### src/rtl/timer_sched_pkg.sv
// Shared types and constants for the prescaled timer scheduler.
// State encoding, default divider/duration sizing and a constant-foldable clog2.
package timer_sched_pkg;

    typedef enum logic [1:0] {
        StIdle  = 2'd0,
        StLoad  = 2'd1,
        StCount = 2'd2,
        StDone  = 2'd3
    } state_e;

    localparam int unsigned DefaultDiv  = 50000;
    localparam int unsigned DefaultDurW = 16;

    function automatic int unsigned clog2(input int unsigned value);
        int unsigned result;
        result = 0;
        for (int i = 0; i < 32; i++) begin
            if ((64'd1 << i) < 64'(value)) begin
                result = i + 1;
            end
        end
        return result;
    endfunction

endpackage

### src/rtl/tick_prescaler.sv
// Free-running divider producing a one-cycle tick every DIV enabled cycles.
// clr_i restarts the count from zero; tick_o is only asserted while en_i is high.
module tick_prescaler
    import timer_sched_pkg::*;
#(
    parameter int unsigned DIV = DefaultDiv
) (
    input  logic clk_50MHz_i,
    input  logic rst_i,
    input  logic clr_i,
    input  logic en_i,
    output logic tick_o
);

    localparam int unsigned CntW = clog2(DIV);
    localparam logic [CntW-1:0] CntMax = CntW'(DIV - 1);

    logic [CntW-1:0] cnt_q, cnt_d;

    always_comb begin
        cnt_d = cnt_q;
        if (clr_i) begin
            cnt_d = '0;
        end else if (en_i) begin
            cnt_d = (cnt_q == CntMax) ? '0 : cnt_q + CntW'(1);
        end
    end

    always_ff @(posedge clk_50MHz_i or posedge rst_i) begin
        if (rst_i) begin
            cnt_q <= '0;
        end else begin
            cnt_q <= cnt_d;
        end
    end

    assign tick_o = en_i && (cnt_q == CntMax);

endmodule

### src/rtl/timer_arbiter.sv
// Round-robin shared countdown timer: grants one requester, counts its duration in
// prescaler ticks, then pulses done. TIMER_ABORT_EN lets the owner cancel by dropping req.
module timer_arbiter
    import timer_sched_pkg::*;
#(
    parameter int unsigned N_REQ = 4,
    parameter int unsigned DIV   = DefaultDiv,
    parameter int unsigned DUR_W = DefaultDurW
) (
    input  logic                   clk_50MHz_i,
    input  logic                   rst_i,
    input  logic [N_REQ-1:0]       req_i,
    input  logic [N_REQ*DUR_W-1:0] dur_i,
    output logic [N_REQ-1:0]       gnt_o,
    output logic [N_REQ-1:0]       done_o,
    output logic                   busy_o,
    output logic                   tick_o,
    output logic [DUR_W-1:0]       remain_o
);

    localparam int unsigned SelW = (clog2(N_REQ) > 0) ? clog2(N_REQ) : 1;
    localparam logic [N_REQ-1:0] OneBit = {{(N_REQ-1){1'b0}}, 1'b1};

    typedef logic [SelW-1:0] sel_t;

    state_e           state_q, state_d;
    sel_t             sel_q, sel_d, ptr_q, ptr_d;
    sel_t             arb_sel, sel_next;
    logic             arb_valid;
    logic [N_REQ-1:0] gnt_q, gnt_d, done_q, done_d;
    logic [N_REQ-1:0] sel_onehot, arb_onehot;
    logic [DUR_W-1:0] remain_q, remain_d, sel_dur;
    logic             tick;
    logic             abort;

    tick_prescaler #(
        .DIV(DIV)
    ) u_prescaler (
        .clk_50MHz_i(clk_50MHz_i),
        .rst_i      (rst_i),
        .clr_i      (state_q != StCount),
        .en_i       (state_q == StCount),
        .tick_o     (tick)
    );

    // First pending request at or above the pointer, wrapping modulo N_REQ.
    always_comb begin
        int unsigned idx;
        idx       = 0;
        arb_valid = 1'b0;
        arb_sel   = '0;
        for (int unsigned i = 0; i < N_REQ; i++) begin
            idx = (32'(ptr_q) + i) % N_REQ;
            if (!arb_valid && req_i[idx]) begin
                arb_valid = 1'b1;
                arb_sel   = sel_t'(idx);
            end
        end
    end

    assign sel_next   = (sel_q == sel_t'(N_REQ - 1)) ? '0 : sel_q + sel_t'(1);
    assign sel_onehot = OneBit << sel_q;
    assign arb_onehot = OneBit << arb_sel;
    assign sel_dur    = dur_i[32'(sel_q) * DUR_W +: DUR_W];

`ifdef TIMER_ABORT_EN
    assign abort = !req_i[sel_q];
`else
    assign abort = 1'b0;
`endif

    always_comb begin
        state_d  = state_q;
        sel_d    = sel_q;
        ptr_d    = ptr_q;
        gnt_d    = gnt_q;
        done_d   = '0;
        remain_d = remain_q;
        unique case (state_q)
            StIdle: begin
                gnt_d    = '0;
                remain_d = '0;
                if (arb_valid) begin
                    sel_d   = arb_sel;
                    gnt_d   = arb_onehot;
                    state_d = StLoad;
                end
            end
            StLoad: begin
                if (abort) begin
                    state_d  = StIdle;
                    gnt_d    = '0;
                    remain_d = '0;
                    ptr_d    = sel_next;
                end else begin
                    remain_d = sel_dur;
                    if (sel_dur == '0) begin
                        state_d = StDone;
                        done_d  = sel_onehot;
                    end else begin
                        state_d = StCount;
                    end
                end
            end
            StCount: begin
                if (abort) begin
                    state_d  = StIdle;
                    gnt_d    = '0;
                    remain_d = '0;
                    ptr_d    = sel_next;
                end else if (tick) begin
                    if (remain_q == DUR_W'(1)) begin
                        state_d  = StDone;
                        remain_d = '0;
                        done_d   = sel_onehot;
                    end else begin
                        remain_d = remain_q - DUR_W'(1);
                    end
                end
            end
            StDone: begin
                state_d = StIdle;
                gnt_d   = '0;
                ptr_d   = sel_next;
            end
            default: state_d = StIdle;
        endcase
    end

    always_ff @(posedge clk_50MHz_i or posedge rst_i) begin
        if (rst_i) begin
            state_q  <= StIdle;
            sel_q    <= '0;
            ptr_q    <= '0;
            gnt_q    <= '0;
            done_q   <= '0;
            remain_q <= '0;
        end else begin
            state_q  <= state_d;
            sel_q    <= sel_d;
            ptr_q    <= ptr_d;
            gnt_q    <= gnt_d;
            done_q   <= done_d;
            remain_q <= remain_d;
        end
    end

    assign gnt_o    = gnt_q;
    assign done_o   = done_q;
    assign busy_o   = (state_q != StIdle);
    assign tick_o   = tick;
    assign remain_o = remain_q;

endmodule

### config.mk
export PLATFORM = sky130hd
export DESIGN_NAME = timer_arbiter
export DESIGN_NICKNAME = d
export VERILOG_FILES = /design/src/rtl/timer_sched_pkg.sv /design/src/rtl/tick_prescaler.sv /design/src/rtl/timer_arbiter.sv
export SDC_FILE = /design/constraint.sdc
export NUM_CORES = 1
export LEC_CHECK = 0
export CORE_MARGIN = 2
export CORE_UTILIZATION = 44
export CTS_BUF_LIST = sky130_fd_sc_hd__clkbuf_8
export CTS_CLUSTER_SIZE = 16
export DETAILED_ROUTE_END_ITERATION = 10
export PLACE_DENSITY = 0.77
export SKIP_LAST_GASP = 1
export SYNTH_ARGS = -nofsm -noshare
export SYNTH_HDL_FRONTEND = slang
export SYNTH_SLANG_ARGS = --single-unit
### constraint.sdc
create_clock -name clk_50MHz_i -period 2.1 [get_ports clk_50MHz_i]
set_input_delay 0.21 -clock clk_50MHz_i [delete_from_list [all_inputs] [get_ports clk_50MHz_i]]
set_output_delay 0.21 -clock clk_50MHz_i [all_outputs]
set_load 0.1 [all_outputs]
==> results.toml <==
[sta]
min_period_over_period_pct = 103
worst_pin_slew_ns = 0.583
slew_headroom_pct = 61.1
fmax_mhz = 461
timing_hold_violations_final = 0
rsz0062_at_grt = "true"
drv_slew = 0
fin_skew_ns = 0.0115
timing.final.ws_setup_ns = -0.0708
final.min_clock_period_ns = 2.17
whs_ns = 0.357
finalSetupViolations = 12

[setup_path]
cp-start-kind = "flop"
worst_path_max_delay_cell = "or4_4"
endpoint_kind = "flop"
cp_top_family = "simple AND/OR/NAND/NOR gates"
path_buf_inv = 0
max_stage_delay_ns = 0.59
worst_ep_arrival_time_ns = 2.36
path_cells = "or4_4 -> nand4bb_4 -> nand3_4 -> o21ai_0 -> a211o_1"
path_class = "reg2reg"
crit_fanout = 9
cp.required_ns = 2.29

[placed_design]
routabilityCongestion = 0.886
place_inst = 518
dpl.hpwl_um = 6650
postPlaceCellArea_um2 = 4380
io_buffers = 95
detailedPlace.worstSlack_ns = -0.119

[global_routing]
grt_antenna_before_repair = 0
overflow = 0
grt_pass1_wl_um = 14100
grt_max_degree = 47
first_global_vias = 3029
grt_usage_pct = 24.0

[floorplanning]
design.core.area_um2 = 6680
io-pin-count = 96
rows = 30
fp.dieW_um = 86.5
initial_core_util_pct = 44.9
die_h_um = 86.5
die-area_um2 = 7490

[cts]
clockBufferDepth = 2
cts-buffers-inserted = 5
clock-root-buffer = "clkbuf_8"
cts.clk_slew.worst_paths_ns = 0.09
htreeDepth = 2
cts_tree = "built"
clk_latency_ns = 0.30
cts.sinks = 46

[pwr]
seq_power_share_pct = 19.7
internal_power_mw = 3.31
clkPwrFrac_pct = 10.2
power_density_nw_per_um2 = 1350
p_leak_nw = 2.01
p_sw_mw = 3.09
netSwitchingFraction_pct = 48.3
ir_drop_uv = 814
combinationalPowerShare_pct = 70.0

[layout]
final_cells = 533
final_layout_size_suffix_gt1_share_pct = 34.0
n_antenna_cell = 0
area_delta_synth_final_pct = 58.0
finalInstanceArea_um2 = 4740
layout.nets = 533

[routing]
postRouteAntennaNets = 0
drc_errors = 0
vias_per_cell = 5.80
met3WireLength_um = 618
dr.pass1.iters = 5
dr.first_iter.drc_count = 229
dr.max_layer_used = "met4"
dr_wl_met2_um = 4550
finalWirelength_um = 9060
wire_per_inst_um = 17.0
dr_total_vias = 3089
met1_length_um = 3640

[logic_synthesis]
synth_top_area_share_pct = 38.4
avgSynthCellArea_um2 = 9.64
async_reset_ff_share_pct = 100
yosysMostFrequentCell = "dfrtp_1"
synth.largest_area_cell = "dfrtp_1"
syn_nets = 392
syn_inst = 311
synth.area.top_cells = "dfrtp_1 38%, mux4_2 11%, o21ai_0 4.7%, ha_1 4.6%, nand2_1 4.3%"
ys_seq_area_share_pct = 38.4
syn-cell-area_um2 = 3000
ys_types = 49
ys.flop_type = "dfrtp_1"
synthTopCellsByCount = "46 x dfrtp_1, 34 x nand2_1, 28 x o21ai_0, 25 x nor2_1, 16 x inv_1"
synth-seq-cells = 46
synth_warnings = 0
synth-edff-count = 0

[run]
cap_viol_max_count = 0

[status]
status = "finished, violations left"
violations = "negative setup slack"

[worst_hold_path]
hold_class = "in2async"
worst register-to-register path: cells and delay by family, from the launching register on:
kind	cells	cell delay [ns]
compound gates	2	0.48
simple gates	3	1.10
flops	1	0.49
power groups by stage:
stage / registers [mW] / clock network [mW] / logic (mW)
2_1_floorplan: 1.94 / 0 / 2.05
5_1_grt: 1.28 / 0.702 / 4.78
3_3_place_gp: 1.24 / 0 / 3.95
6_report: 1.26 / 0.655 / 4.48
3_5_place_dp: 1.24 / 0 / 4.02
4_1_cts: 1.24 / 0.661 / 4.13
per-layer routing:
metal	global-route usage, %	up-vias
met5	0	-
met4	8.66	0
met3	4.38	26
met2	40.7	168
met1	30.8	1465
li1	-	1430
path summary, 6_finish.rpt:
check | slack (ns) | endpoint | cells past startpoint | start
setup / recovery | -0.07 | remain_o[9] | 5 | remain_o[5]
hold / removal | 0.36 | done_o[0] | 3 | rst_i
setup reg to reg | -0.07 | remain_o[9] | 5 | remain_o[5]
hold reg to reg | 0.49 | gnt_o[0] | 2 | gnt_o[0]
max in group asynchronous | 1.29 | remain_o[2] | 3 | rst_i
min in group clk_50MHz_i | 0.49 | gnt_o[0] | 2 | gnt_o[0]
stage by stage:
step,setup TNS (ns),total power [mW],utilization (%)
finish,-0.385,6.39,70.9
CTS,-0.00128,6.02,68.1
global route,-1.07,6.76,70.9
detailed placement,-0.741,5.26,65.6
floorplan,-2.02,3.98,-
global placement,-0.467,5.19,65.6
state kept, by name, summed over array words and instances, names as in the netlist:
signal / cells
ptr_q: 2
gnt_o: 4
state_q: 2
remain_o: 16
u_prescaler.cnt_q: 16
sel_q: 2
done_o: 4
cells by family after synthesis:
logic type,count (synthesis),share of synthesized area (%)
mux,19,12.7
simple gates,122,20.6
fa+ha+maj,11,4.59
flops,46,38.4
buf+inv,29,4.22
xor+xnor,14,4.09
compound gates,70,15.4
cells in the final DEF, fill, tap and decap left out, types with 5 or more instances in the layout:
cell,netlist,routed
dfrtp_2,0,8
clkdlybuf4s50_1,0,69
xor2_1,7,7
xnor2_1,7,7
mux4_2,15,15
nand2_1,34,33
o21ai_0,28,28
clkbuf_8,0,5
nor4_1,7,5
dfrtp_1,46,32
buf_4,0,70
inv_1,16,15
nand3_1,13,12
a21oi_2,0,5
a22o_1,13,13
ha_1,11,10
nor2_1,25,22
nor3_1,10,8
dfrtp_4,0,6
layout make-up:
| cell class | instances | area (µm²) |
|---|---|---|
| fillers | 515 | 1950 |
| multi-input cells | 236 | 1910 |
| repair buffers | 147 | 1370 |
| flip-flops and latches | 46 | 1180 |
| well taps | 80 | 100 |
| clock buffers | 5 | 68.8 |
| inverters | 16 | 60.1 |
| clock inverters | 3 | 41.3 |
what timing repair did:
action                                  CTS  global route
pin swaps                                 3            11
hold buffers                              0             0
gates resized for setup                   7            24
cloned                                    0             2
hold endpoints to repair                  0             0
endpoints found under the setup margin   18            20
buffers inserted                          2             3
(Power assumes the default switching activity.)
